===== config.mk =====
export PLATFORM = sky130hd
export DESIGN_NAME = serial_tx_flat
export DESIGN_NICKNAME = d
export VERILOG_FILES = /design/src/rtl/serial_tx_if.sv /design/src/rtl/serial_tx.sv /design/src/flat_wrapper.sv
export SDC_FILE = /design/constraint.sdc
export NUM_CORES = 1
export LEC_CHECK = 0
export CORE_UTILIZATION = 40
export DETAILED_ROUTE_END_ITERATION = 7
export DONT_BUFFER_PORTS = 1
export GPL_TIMING_DRIVEN = 0
export SYNTH_ARGS = -nofsm -noshare
export SYNTH_HDL_FRONTEND = slang
export SYNTH_SLANG_ARGS = --single-unit

===== constraint.sdc =====
create_clock -name clk -period 3.37 [get_ports clk]
set_input_delay 0.674 -clock clk [delete_from_list [all_inputs] [get_ports clk]]
set_output_delay 0.674 -clock clk [all_outputs]
set_load 0.01 [all_outputs]

===== src/rtl/serial_tx_if.sv =====
// Word handshake between a producer and the serial_tx frame transmitter.
// The producer drives data_in/valid; the transmitter answers with ready.
interface serial_tx_if #(
  parameter int DATA_W = 8
);
  logic [DATA_W-1:0] data_in;
  logic              valid;
  logic              ready;

  modport master (output data_in, output valid, input ready);
  modport slave  (input data_in, input valid, output ready);
endinterface


===== src/rtl/serial_tx.sv =====
// Parallel-to-serial frame transmitter: start bit, data LSB-first, optional even parity, stop bit.
// Each bit is held for CLKS_PER_BIT clocks; tx/busy/done are registered, ready is decoded from state.
module serial_tx #(
  parameter int DATA_W       = 8,
  parameter int CLKS_PER_BIT = 4,
  parameter int PARITY_EN    = 1
) (
  input  logic       clk,
  input  logic       clear,
  serial_tx_if.slave bus,
  output logic       tx,
  output logic       busy,
  output logic       done
);

  localparam int CW = (CLKS_PER_BIT > 1) ? $clog2(CLKS_PER_BIT) : 1;
  localparam int IW = (DATA_W > 1) ? $clog2(DATA_W) : 1;
  localparam logic [CW-1:0] CNT_LAST = CW'(CLKS_PER_BIT - 1);
  localparam logic [IW-1:0] IDX_LAST = IW'(DATA_W - 1);

  typedef enum logic [2:0] {
    IDLE,
    START,
    DATA,
    PARITY,
    STOP
  } state_t;

  state_t            state_reg;
  logic [CW-1:0]     cnt_reg;
  logic [IW-1:0]     bit_idx_reg;
  logic [DATA_W-1:0] shift_reg;
  logic              parity_reg;
  logic              tx_reg;
  logic              busy_reg;
  logic              done_reg;
  logic [DATA_W-1:0] shift_dn;

  // Next data bit is read from the pre-shifted word so tx updates on the same edge as the shift.
  assign shift_dn  = shift_reg >> 1;
  assign bus.ready = (state_reg == IDLE);
  assign tx        = tx_reg;
  assign busy      = busy_reg;
  assign done      = done_reg;

  always_ff @(posedge clk) begin
    if (!clear) begin
      state_reg   <= IDLE;
      cnt_reg     <= '0;
      bit_idx_reg <= '0;
      shift_reg   <= '0;
      parity_reg  <= 1'b0;
      tx_reg      <= 1'b1;
      busy_reg    <= 1'b0;
      done_reg    <= 1'b0;
    end else begin
      done_reg <= 1'b0;
      case (state_reg)
        IDLE: begin
          tx_reg      <= 1'b1;
          busy_reg    <= 1'b0;
          cnt_reg     <= '0;
          bit_idx_reg <= '0;
          if (bus.valid) begin
            shift_reg  <= bus.data_in;
            parity_reg <= ^bus.data_in;
            state_reg  <= START;
            tx_reg     <= 1'b0;
            busy_reg   <= 1'b1;
          end
        end

        START: begin
          if (cnt_reg == CNT_LAST) begin
            cnt_reg     <= '0;
            bit_idx_reg <= '0;
            state_reg   <= DATA;
            tx_reg      <= shift_reg[0];
          end else begin
            cnt_reg <= cnt_reg + 1'b1;
          end
        end

        DATA: begin
          if (cnt_reg == CNT_LAST) begin
            cnt_reg   <= '0;
            shift_reg <= shift_dn;
            if (bit_idx_reg == IDX_LAST) begin
              bit_idx_reg <= '0;
              if (PARITY_EN != 0) begin
                state_reg <= PARITY;
                tx_reg    <= parity_reg;
              end else begin
                state_reg <= STOP;
                tx_reg    <= 1'b1;
              end
            end else begin
              bit_idx_reg <= bit_idx_reg + 1'b1;
              tx_reg      <= shift_dn[0];
            end
          end else begin
            cnt_reg <= cnt_reg + 1'b1;
          end
        end

        PARITY: begin
          if (cnt_reg == CNT_LAST) begin
            cnt_reg   <= '0;
            state_reg <= STOP;
            tx_reg    <= 1'b1;
          end else begin
            cnt_reg <= cnt_reg + 1'b1;
          end
        end

        STOP: begin
          // Leaving STOP: the first IDLE cycle carries the done pulse and may accept a new word.
          if (cnt_reg == CNT_LAST) begin
            cnt_reg   <= '0;
            state_reg <= IDLE;
            tx_reg    <= 1'b1;
            busy_reg  <= 1'b0;
            done_reg  <= 1'b1;
          end else begin
            cnt_reg <= cnt_reg + 1'b1;
          end
        end

        default: begin
          state_reg <= IDLE;
          cnt_reg   <= '0;
          tx_reg    <= 1'b1;
          busy_reg  <= 1'b0;
        end
      endcase
    end
  end

endmodule


===== src/flat_wrapper.sv =====
// flat-port wrapper written by rule: the top's interface ports become plain ports
module serial_tx_flat 
#(
  parameter int DATA_W       = 8,
  parameter int CLKS_PER_BIT = 4,
  parameter int PARITY_EN    = 1
)
  (clk, clear, tx, busy, done, bus_data_in, bus_valid, bus_ready);
  serial_tx_if #(.DATA_W(DATA_W)) bus_i ();
  input  logic clk;
  input  logic clear;
  output logic tx;
  output logic busy;
  output logic done;
  input wire logic [$bits(bus_i.data_in)-1:0] bus_data_in;
  input wire logic [$bits(bus_i.valid)-1:0] bus_valid;
  output wire logic [$bits(bus_i.ready)-1:0] bus_ready;
  assign bus_i.data_in = bus_data_in;
  assign bus_i.valid = bus_valid;
  assign bus_ready = bus_i.ready;
  serial_tx #(.DATA_W(DATA_W), .CLKS_PER_BIT(CLKS_PER_BIT), .PARITY_EN(PARITY_EN)) u_core (.clk(clk), .clear(clear), .bus(bus_i), .tx(tx), .busy(busy), .done(done));
endmodule

==> flow_results.xml <==
<?xml version="1.0" encoding="UTF-8"?>
<metrics>
  <group name="power">
    <metric name="p_sw_share" unit="%">24.3</metric>
    <metric name="p_leak" unit="nW">0.464</metric>
    <metric name="clockPowerShare" unit="%">30.0</metric>
    <metric name="pwr-share-seq" unit="%">57.2</metric>
    <metric name="vdd_drop_max" unit="V">0.000325</metric>
    <metric name="post-layout-total-power" unit="mW">0.455</metric>
    <metric name="power.net_switching" unit="mW">0.110</metric>
    <metric name="intPower" unit="mW">0.345</metric>
    <metric name="pwr_density_cell" unit="nW/um2">406</metric>
    <metric name="p_comb_share" unit="%">12.8</metric>
  </group>
  <group name="yosys">
    <metric name="number_of_enable_type_register_cells_in_the_synthesized_netlist" unit="">0</metric>
    <metric name="synth-seq-cells" unit="">20</metric>
    <metric name="postSynthAreaPerCell" unit="um2">9.26</metric>
    <metric name="ys.flop_type" unit="">dfxtp_1</metric>
    <metric name="ys_top_cells_by_area" unit="">dfxtp_1 38%, mux2i_1 7.7%, o211a_1 6.7%</metric>
    <metric name="syn-instance-count" unit="">113</metric>
    <metric name="netlist_area" unit="um2">1050</metric>
    <metric name="synth.largest_area_cell" unit="">dfxtp_1</metric>
    <metric name="post_synthesis_net_count" unit="">127</metric>
    <metric name="synth.lib_cells_used.distinct" unit="">35</metric>
    <metric name="yosysTopAreaCellShare" unit="%">38.3</metric>
    <metric name="yosysWarningCount" unit="">0</metric>
    <metric name="post-synth-top-count-cell" unit="">dfxtp_1</metric>
    <metric name="synth.top_cells.by_count" unit="">20 x dfxtp_1, 12 x nand2_1, 8 x mux2i_1, 8 x o21ai_0</metric>
    <metric name="async_reset_ff_share" unit="%">0</metric>
    <metric name="seq_area_frac_synth" unit="%">38.3</metric>
  </group>
  <group name="sta">
    <metric name="final-setup-viol-count" unit="">0</metric>
    <metric name="min_period" unit="ps">1990</metric>
    <metric name="worst_pin_slew" unit="ps">519</metric>
    <metric name="setup_total_negative_slack" unit="ps">0</metric>
    <metric name="max_slew_violation_count" unit="">0</metric>
    <metric name="unrepaired_setup_endpoints_after_global_routing" unit="">no</metric>
    <metric name="final_period_utilization" unit="%">59.1</metric>
    <metric name="slew_headroom" unit="%">65.1</metric>
    <metric name="achievable-frequency" unit="MHz">502</metric>
    <metric name="worst_path_setup_slack_after_routing" unit="ps">1380</metric>
    <metric name="timing.clock.skew" unit="ps">2.45</metric>
    <metric name="final_hold_viol_count" unit="">0</metric>
  </group>
  <group name="cts">
    <metric name="clock_sinks" unit="">20</metric>
    <metric name="total_of_hold_buffers_inserted_after_clock_tree_synthesis" unit="">0</metric>
    <metric name="clkTransAtPathRegs" unit="ps">110</metric>
    <metric name="cts_repair_resize_count" unit="">0</metric>
    <metric name="clk_path_buf_depth" unit="">2</metric>
    <metric name="cts_tree" unit="">done</metric>
    <metric name="cts_root_buf" unit="">clkbuf_4</metric>
    <metric name="post_cts.repair.setup_buffers" unit="">0</metric>
    <metric name="cts.htree.levels" unit="">1</metric>
    <metric name="number_of_buffers_created_by_cts" unit="">3</metric>
    <metric name="clk_lat_worst_skew" unit="ps">300</metric>
  </group>
  <group name="status">
    <metric name="run_status" unit="">finished, final reports clean</metric>
  </group>
  <group name="cells_and_area">
    <metric name="post-route-cell-area" unit="um2">1120</metric>
    <metric name="post-route-util" unit="%">45.2</metric>
    <metric name="post_route_cells_drive_above_1_share" unit="%">12.8</metric>
    <metric name="largest_register_ff_count" unit="">8</metric>
    <metric name="area_delta_synth_final" unit="%">7.06</metric>
    <metric name="fin_nets" unit="">132</metric>
    <metric name="antenna_cells_inserted" unit="">0</metric>
    <metric name="nFillCells" unit="">259</metric>
  </group>
  <group name="die">
    <metric name="num_ports" unit="">15</metric>
    <metric name="die_w" unit="um">53.1</metric>
    <metric name="initial_core_util" unit="%">42.2</metric>
    <metric name="fp.dieArea" unit="um2">2820</metric>
    <metric name="core.rowCount" unit="">18</metric>
    <metric name="core_area" unit="um2">2480</metric>
    <metric name="die_height" unit="um">53.1</metric>
  </group>
  <group name="critical_path">
    <metric name="reg2reg_depth" unit="">6</metric>
    <metric name="worstSetupEndpointType" unit="">output pin</metric>
    <metric name="timing.critical_path.from_type" unit="">flip-flop</metric>
    <metric name="worstPathRequired" unit="ps">2700</metric>
    <metric name="worstPathArrival" unit="ps">1320</metric>
    <metric name="path_class" unit="">flip-flop to output pin</metric>
    <metric name="path_depth" unit="">2</metric>
    <metric name="path_buf_inv" unit="">1</metric>
    <metric name="critPathSlowestCell" unit="">nor3_1</metric>
    <metric name="cp_top_family" unit="">simple AND/OR/NAND/NOR gates</metric>
    <metric name="critical_path.max_fanout" unit="">10</metric>
    <metric name="slowest_stage_delay_cp" unit="ps">470</metric>
    <metric name="critical_path.startpoint" unit="">u_core.state_reg[1]</metric>
    <metric name="crit_path_cell_trace" unit="">buf_2 &gt; nor3_1</metric>
    <metric name="critical_path.reg2reg.startpoint" unit="">u_core.cnt_reg[0]</metric>
  </group>
  <group name="global_routing">
    <metric name="number_of_global_route_vias_before_repair" unit="">725</metric>
    <metric name="grt_residual_overflow" unit="">0</metric>
    <metric name="grt_max_degree" unit="">12</metric>
    <metric name="wire_length_of_the_first_global_routing_pass" unit="um">3220</metric>
    <metric name="number_of_antenna_violations_at_the_first_check_in_global_routing" unit="">0</metric>
    <metric name="track_usage" unit="%">15.9</metric>
  </group>
  <group name="drt">
    <metric name="maxUsedRoutingLayer" unit="">met4</metric>
    <metric name="drt_wl_total" unit="um">1910</metric>
    <metric name="routed-wl-met3" unit="um">87</metric>
    <metric name="via_count" unit="">791</metric>
    <metric name="ant_nets" unit="">0</metric>
    <metric name="met1Wirelength" unit="um">899</metric>
    <metric name="wl_per_cell" unit="um">13.0</metric>
    <metric name="avgViaCountPerCell" unit="">5.38</metric>
    <metric name="dr.pass1.iters" unit="">3</metric>
    <metric name="met2_length" unit="um">912</metric>
    <metric name="remaining_drc_errors" unit="">0</metric>
    <metric name="drt_iter0_markers" unit="">8</metric>
  </group>
  <group name="worst_hold_path">
    <metric name="timing.hold.worst.class" unit="">flip-flop to flip-flop</metric>
    <metric name="min_path_cells" unit="">1</metric>
    <metric name="timing.hold.worst.start" unit="">u_core.cnt_reg[0]</metric>
  </group>
  <group name="flow_run">
    <metric name="max_cap_violations" unit="">0</metric>
  </group>
  <group name="placed_design">
    <metric name="buffer_ports.inserted" unit="">0</metric>
    <metric name="postPlaceCellArea" unit="um2">1080</metric>
    <metric name="place_congestion" unit="">0.832</metric>
    <metric name="dpl_worst_slack" unit="ps">1610</metric>
    <metric name="dp_hpwl" unit="um">1440</metric>
  </group>
</metrics>
-- per-stage QoR --
stage / hold slack, ps / instances
after floorplan: 396 / 113
after global placement: 403 / 143
after detailed placement: 414 / 143
after CTS: 431 / 147
after global routing: 453 / 147
final: 421 / 147
-- power groups by stage --
stage	sequential [mW]	clock, mW	combinational [mW]
finish	0.260	0.136	0.0582
floorplan	0.263	0	0.0499
global route	0.263	0.156	0.0664
detailed placement	0.266	0	0.0590
CTS	0.261	0.145	0.0591
global placement	0.265	0	0.0581
-- cell usage in the layout (no fill, tap or decap), drive strengths merged, types with 2 or more instances in the layout --
cell    instances
a21boi          4
a21oi           4
buf             4
clkbuf          8
dfxtp          20
ha              3
mux2i           8
nand2          12
nand2b          4
nand3           2
nor2            5
nor3            4
nor3b           2
o211a           7
o21ai           8
or4b            2
xnor2           7
-- cell families after synthesis --
logic type	Yosys count	share of synthesized area, %
and+or+nand+nor	39	20.9
buffers and inverters	9	4.54
DFF	20	38.3
muxes	8	7.66
AOI/OAI and AO/OA	25	17.2
adders and majority gates	4	4.67
xor gates and xnor gates	8	6.70
-- per-layer routing --
layer | GRT usage [%] | vias to the layer above
met3 | 6.61 | 2
li1 | - | 411
met4 | 2.63 | 0
met5 | 0 | -
met1 | 20.0 | 363
met2 | 25.5 | 15
-- cell type report --
cell class	count	area [um2]	area share (%)
buffer	8	43.8	3.91
clock buffer	4	36.3	3.24
inverter	1	3.75	0.335
multi-input combinational	84	598	53.4
sequential	20	400	35.8
tap	30	37.5	3.35
-- worst register-to-register path, stage by stage (launching register included) --
cell	delay [ps]
dfxtp_1	350
ha_1	160
buf_6	130
inv_2	40
maj3_2	340
or4b_1	500
a21boi_1	150
-- final timing paths --
check | end | slack, ps
setup / recovery | bus_ready | 1380
hold / removal | u_core.cnt_reg[0] | 420
setup reg to reg | u_core.bit_idx_reg[1] | 1640
hold reg to reg | u_core.cnt_reg[0] | 420
Power figures use the tool's default switching activity.
